File: config.mk
export PLATFORM = sky130hd
export DESIGN_NAME = prog_updown_counter
export DESIGN_NICKNAME = d
export VERILOG_FILES = /design/src/rtl/ctr_pkg.sv /design/src/rtl/ctr_next_value.sv /design/src/rtl/prog_updown_counter.sv
export SDC_FILE = /design/constraint.sdc
export NUM_CORES = 1
export LEC_CHECK = 0
export CAP_MARGIN = 25
export CORE_MARGIN = 2
export CORE_UTILIZATION = 54
export DETAILED_ROUTE_END_ITERATION = 12
export PLACE_DENSITY = 0.93
export SLEW_MARGIN = 20
export SYNTH_ARGS = -nofsm -noshare
export SYNTH_HDL_FRONTEND = slang
export SYNTH_HIERARCHICAL = 1
export SYNTH_SLANG_ARGS = --single-unit
File: constraint.sdc
create_clock -name clk -period 7.38 [get_ports clk]
set_input_delay 1.476 -clock clk [delete_from_list [all_inputs] [get_ports clk]]
set_output_delay 1.476 -clock clk [all_outputs]
set_load 0.1 [all_outputs]
File: src/rtl/ctr_pkg.sv
`default_nettype none
// ctr_pkg: terminal-mode encodings and control FSM states for prog_updown_counter.
package ctr_pkg;

  localparam logic [1:0] MODE_WRAP    = 2'b00;
  localparam logic [1:0] MODE_SAT     = 2'b01;
  localparam logic [1:0] MODE_ONESHOT = 2'b10;
  localparam logic [1:0] MODE_RELOAD  = 2'b11;

  typedef enum logic [1:0] {
    S_IDLE = 2'd0,
    S_RUN  = 2'd1,
    S_DONE = 2'd2
  } state_t;

endpackage : ctr_pkg
`default_nettype wire

File: src/rtl/ctr_next_value.sv
`default_nettype none
// ctr_next_value: terminal detection and the count value one enabled step would produce.
module ctr_next_value
  import ctr_pkg::*;
#(
  parameter int WIDTH = 8
) (
  input  logic [WIDTH-1:0] count,
  input  logic [WIDTH-1:0] limit,
  input  logic [WIDTH-1:0] reload_reg,
  input  logic             up_dn,
  input  logic [1:0]       mode,
  output logic             at_term,
  output logic [WIDTH-1:0] next_count
);

  // >= so a limit lowered below the running count still terminates instead of wrapping.
  assign at_term = up_dn ? (count >= limit) : (count == '0);

  always_comb begin
    next_count = count;
    if (!at_term) begin
      next_count = up_dn ? (count + WIDTH'(1)) : (count - WIDTH'(1));
    end else begin
      case (mode)
        MODE_WRAP:    next_count = up_dn ? '0 : limit;
        MODE_SAT:     next_count = count;
        MODE_ONESHOT: next_count = count;
        MODE_RELOAD:  next_count = reload_reg;
        default:      next_count = count;
      endcase
    end
  end

endmodule : ctr_next_value
`default_nettype wire

File: src/rtl/prog_updown_counter.sv
`default_nettype none
// prog_updown_counter: loadable up/down counter with programmable terminal value,
// four terminal modes, run/idle/done control, cascade carry and registered tc pulse.
module prog_updown_counter
  import ctr_pkg::*;
#(
  parameter int WIDTH = 8
) (
  input  logic             clk,
  input  logic             rst,
  input  logic             ld,
  input  logic [WIDTH-1:0] ld_data,
  input  logic             start,
  input  logic             stop,
  input  logic             en,
  input  logic             up_dn,
  input  logic [1:0]       mode,
  input  logic [WIDTH-1:0] limit,
  output logic [WIDTH-1:0] count,
  output logic             carry,
  output logic             tc_pulse,
  output logic             busy,
  output logic             done
);

  state_t           state, state_n;
  logic [WIDTH-1:0] count_n;
  logic [WIDTH-1:0] reload_reg, reload_n;
  logic [WIDTH-1:0] next_count;
  logic             at_term;

  ctr_next_value #(.WIDTH(WIDTH)) u_next (
    .count      (count),
    .limit      (limit),
    .reload_reg (reload_reg),
    .up_dn      (up_dn),
    .mode       (mode),
    .at_term    (at_term),
    .next_count (next_count)
  );

  assign busy  = (state == S_RUN);
  assign done  = (state == S_DONE);
  assign carry = busy & en & at_term;

  // stop outranks start even outside RUN, so a simultaneous start/stop never launches a run.
  always_comb begin
    state_n  = state;
    count_n  = count;
    reload_n = reload_reg;
    if (ld) begin
      count_n  = ld_data;
      reload_n = ld_data;
      if (state != S_RUN) state_n = S_IDLE;
    end else if (stop) begin
      if (state == S_RUN) state_n = S_IDLE;
    end else if (start && state != S_RUN) begin
      state_n = S_RUN;
    end else if (state == S_RUN && en) begin
      count_n = next_count;
      if (at_term && mode == MODE_ONESHOT) state_n = S_DONE;
    end
  end

  always_ff @(posedge clk) begin
    if (rst) begin
      state      <= S_IDLE;
      count      <= '0;
      reload_reg <= '0;
      tc_pulse   <= 1'b0;
    end else begin
      state      <= state_n;
      count      <= count_n;
      reload_reg <= reload_n;
      tc_pulse   <= carry;
    end
  end

endmodule : prog_updown_counter
`default_nettype wire

# ---- Yosys cells after proc, flatten, opt, wreduce, memory -nomap -nowiden
# Cells that the tools add are included.
dict set report classes {
  mux 16
  n_lt_le_gt_ge 1
  reduce_logical 11
  n_eq_ne 11
  n_addsub 2
  n_bitwise 2
}
# op n
set op_table {}
lappend op_table {{8-bit two-way mux} 7}
lappend op_table {{8-bit one-hot mux with 2 select lines} 1}
lappend op_table {{2-bit two-way mux} 7}
lappend op_table {{8-bit by 1-bit adder with 8-bit output, second input constant} 1}
lappend op_table {{8-bit greater-or-equal comparator} 1}
lappend op_table {{8-bit zero test} 1}
lappend op_table {{4-bit AND reduction} 2}
lappend op_table {{4-bit nonzero test} 2}
lappend op_table {{8-bit by 1-bit subtractor with 8-bit output, second input constant} 1}
lappend op_table {{2-bit == test, second input constant} 3}
lappend op_table {{2-bit by 1-bit == test with 1-bit output, second input constant} 2}
lappend op_table {{2-bit by 1-bit != test with 1-bit output, second input constant} 2}
lappend op_table {{2-bit != test, second input constant} 2}
lappend op_table {{1-bit logical AND} 3}
lappend op_table {{3-bit by 2-bit != test with 1-bit output, second input constant} 1}
lappend op_table {{3-bit != test, second input constant} 1}
lappend op_table {{1-bit AND} 2}
lappend op_table {{2-bit zero test} 1}
lappend op_table {{2-bit nonzero test} 1}
lappend op_table {{2-bit OR reduction} 1}
lappend op_table {{1-bit two-way mux} 1}
dict set report totals {
  input_bits 25
  word_cells 47
  out_inout_bits 12
  regBits 19
}

# ---- Depth between registers and ports, before layout
dict set report depth {
  depth_word 8
  depth_mapped 10
  depth_no_buf 10
}

# ---- Hierarchy
# The synthesis kept the hierarchy.
# module cells_per_inst n_inst area_each_um2
set modules_own_cells {}
lappend modules_own_cells {prog_updown_counter 82 1 803.3}
lappend modules_own_cells {ctr_next_value 101 1 774.5}

# ---- Worst setup path after synthesis
# No wires, ideal clock.
dict set report synth_timing {
  path_kind {in2out}
  from {in limit[3]}
  to {out carry}
  required_time_ps 5904
  path_buffers 0
  t_arrival_ps 3122
  stages 7
  setup_slack_ps 2782
  path_cell_list {inv_1 > ha_1 > a211oi_2 > o21ai_1 > a2111oi_4 > nor2_4 > and4b_2}
}
dict set report synth_between {
  elab_chain_cells 3
}
# item line_no
set synth_lines {}
lappend synth_lines {{from (decl)} prog_updown_counter.sv:18} ;# input logic [WIDTH-1:0] limit,
lappend synth_lines {{8-bit greater-or-equal comparator} ctr_next_value.sv:18} ;# assign at_term = up_dn ? (count >= limit) : (count == '0);
lappend synth_lines {{1-bit two-way mux} ctr_next_value.sv:18}
lappend synth_lines {{via at_term} prog_updown_counter.sv:30} ;# logic at_term;
lappend synth_lines {{1-bit AND} prog_updown_counter.sv:44} ;# assign carry = busy & en & at_term;
lappend synth_lines {{to (decl)} prog_updown_counter.sv:20} ;# output logic carry,
# The timed path passes the listed nets, and every way through them passes these cells.

# ---- Final worst setup path
# Ends and elaborated chain as after synthesis.

==> metrics <==
status=finished, final reports clean; Max Clk Rate=166.7 MHz; area growth from synthesis to layout=23.95%; Required @ worst endpoint=5900 ps; Peak supply drop=0.1468 mV; Post-Syn Instances=183; core outline area=2758 um2; placed insts=242; initial antenna violation count=0; part of the power in registers=0.400; wire per inst=15.06 um; Die X=58.06 um; post-CTS resize count=0; Crit Path Class=in2out; WL final=3704 um; RR Startpoint=count[0]; main flop type after synthesis=dfxtp_1; final slew viol count=0; Buffers on Ports=36; CTS clk-pin slew, worst paths=100 ps; Tightest Hold Check Type=reg2reg; largest net degree at the start of global routing=20; YS warnings=6; top-count cell post-synth=nor2_1; pre-CTS WS=1389 ps; DRC Markers=0; Sw Share=0.3812; Longest Clk Path Bufs=2; Non-Filler Instances=246; EDFF count, synth=0; Tot Pwr=0.0002923 W; vias in the first global route=1386; Max-cap violations=0; CP Launch Point=limit[3]; Synth area leader=dfxtp_1; combinational share of power=0.423; Num Clock Sinks=19; worst skew pair latency=300 ps; hold wc startpoint=state[0]; Crit. End Element=output pin; PwrDens=149.5 nW/um2; part of the Yosys area used for sequential elements=0.2411; RSZ-0062 raised after global routing=false; Clock Skews=7.396 ps; Synth async-reset ratio=0; DR vias=1459; fraction of layout instances using a drive strength above 1=0.04651; CTS root buf=clkbuf_4; P_sw=0.0001114 W; final hold vios=0; # nets final=258; H-tree lvl count=1; initial core utilization=0.5721; Die Area=3370 um2; crit path launch type=input port; Total GRT Usage=0.2352; IO Count=37; vias per cell=5.931; Cell Rows=19; cell-internal power=0.0001809 W; Area contributors post-synth=dfxtp_1 (24%), mux2i_1 (14%), ha_1 (13%); GRT Residual Overflow=0; CTS tree=done; cts hold-fix bufs=0; Lkg Pwr=0.8056 nW; smallest hold slack=509.4 ps; Mapped Area=1578 um2; setup total negative slack=0 ps; post-layout min period=6000 ps; Slew @ Worst Pin=974.3 ps; CTS buffer count=3; Post-DP HPWL=2860 um; diode count=0; mean area per synthesized cell=8.622 um2; Die Ht=58.06 um; Synth Net Count=225; Placer Congestion=0.8236; Worst EP arrival=4520 ps; Pre-antenna DRT Iters=4; final worst setup slack=1380 ps; postcts setup bufs=0; Finish-stage setup viols=0; Netlist cell types=39; relative slew slack=0.3484; Worst Path Max Fanout=8; first-pass GRT wire length=6141 um; post-synth top area share=0.2411; DRT iter0 DRCs=70; post-detailed-route count of antenna-violating nets=0; flops & latches, synth=19; clock share of power=0.176; crit share post-route=0.8130; synth cell count leaders=nor2_1 (28), mux2i_1 (22), dfxtp_1 (19)
==> through the flow <==
| step | area [um2] | utilization |
|---|---|---|
| after detailed placement | 1929 | 0.6996 |
| final | 1956 | 0.7092 |
| after floorplan | 1578 | - |
| after CTS | 1956 | 0.7092 |
| after global routing | 1956 | 0.7092 |
| after global placement | 1929 | 0.6996 |
==> worst max-delay path: stages <==
cell and delay [ps]:
clkdlybuf4s50_1 480, inv_1 50, ha_1 320, a211oi_2 180, o21ai_1 140, a2111oi_4 480
nor2_4 150, and4b_2 280, clkdlybuf4s50_1 960
==> worst paths after layout <==
kind | end | slack, ps | depth (start not counted)
min reg2reg | state[0] | 510 | 2
max reg2reg | count[1] | 4830 | 9
max | carry | 1380 | 9
min | state[0] | 510 | 2
==> power groups by stage <==
stage | logic [W] | registers [W] | clock network [W]
finish | 0.000124 | 0.000117 | 0.0000516
global route | 0.000133 | 0.000118 | 0.0000589
CTS | 0.000123 | 0.000117 | 0.0000535
detailed placement | 0.000123 | 0.000119 | 0
global placement | 0.000120 | 0.000119 | 0
floorplan | 0.0000668 | 0.000139 | 0
==> metal layers <==
| layer | up-vias | global-route usage | routed length [um] |
|---|---|---|---|
| met5 | - | 0 | 0 |
| met4 | 0 | 0.03987 | 25 |
| met3 | 5 | 0.04911 | 171 |
| met2 | 36 | 0.4318 | 1821 |
| met1 | 680 | 0.2842 | 1684 |
| li1 | 738 | - | - |
==> cell usage in the layout, fill, tap and decap left out, types with 2 or more instances in the layout <==
cell type	instances
nor4_1	2
o21ai_0	4
inv_1	13
mux2i_1	22
a21oi_1	8
xnor2_1	2
clkdlybuf4s50_1	36
clkinv_1	2
xor2_1	3
a21o_1	2
a31oi_1	7
a211oi_1	9
o21ai_1	2
nand4_1	2
ha_1	16
a22oi_1	8
o211ai_1	2
nor2_1	28
nor2b_1	3
dfxtp_1	19
nand3_1	3
clkbuf_4	3
nand2_1	3
==> layout make-up <==
| class | instances | area, um2 |
|---|---|---|
| flip-flops and latches | 19 | 380.4 |
| multi-input cells | 141 | 1094 |
| inverters | 15 | 56.30 |
| repair buffers | 36 | 360.3 |
| well taps | 31 | 38.79 |
| clock buffers | 4 | 26.28 |
| fillers | 223 | 802.0 |
==> kinds of logic after synthesis <==
family	after synthesis	synth area share
multiplexers	23	0.1491
adder cells (fa/ha/maj)	17	0.1396
AND/OR/NAND/NOR	47	0.1499
XOR/XNOR	5	0.02776
flip-flops	19	0.2411
buffers and inverters	23	0.06582
AO/OA/AOI/OAI	49	0.2268
Note: power is estimated with default switching activity, not from simulation.
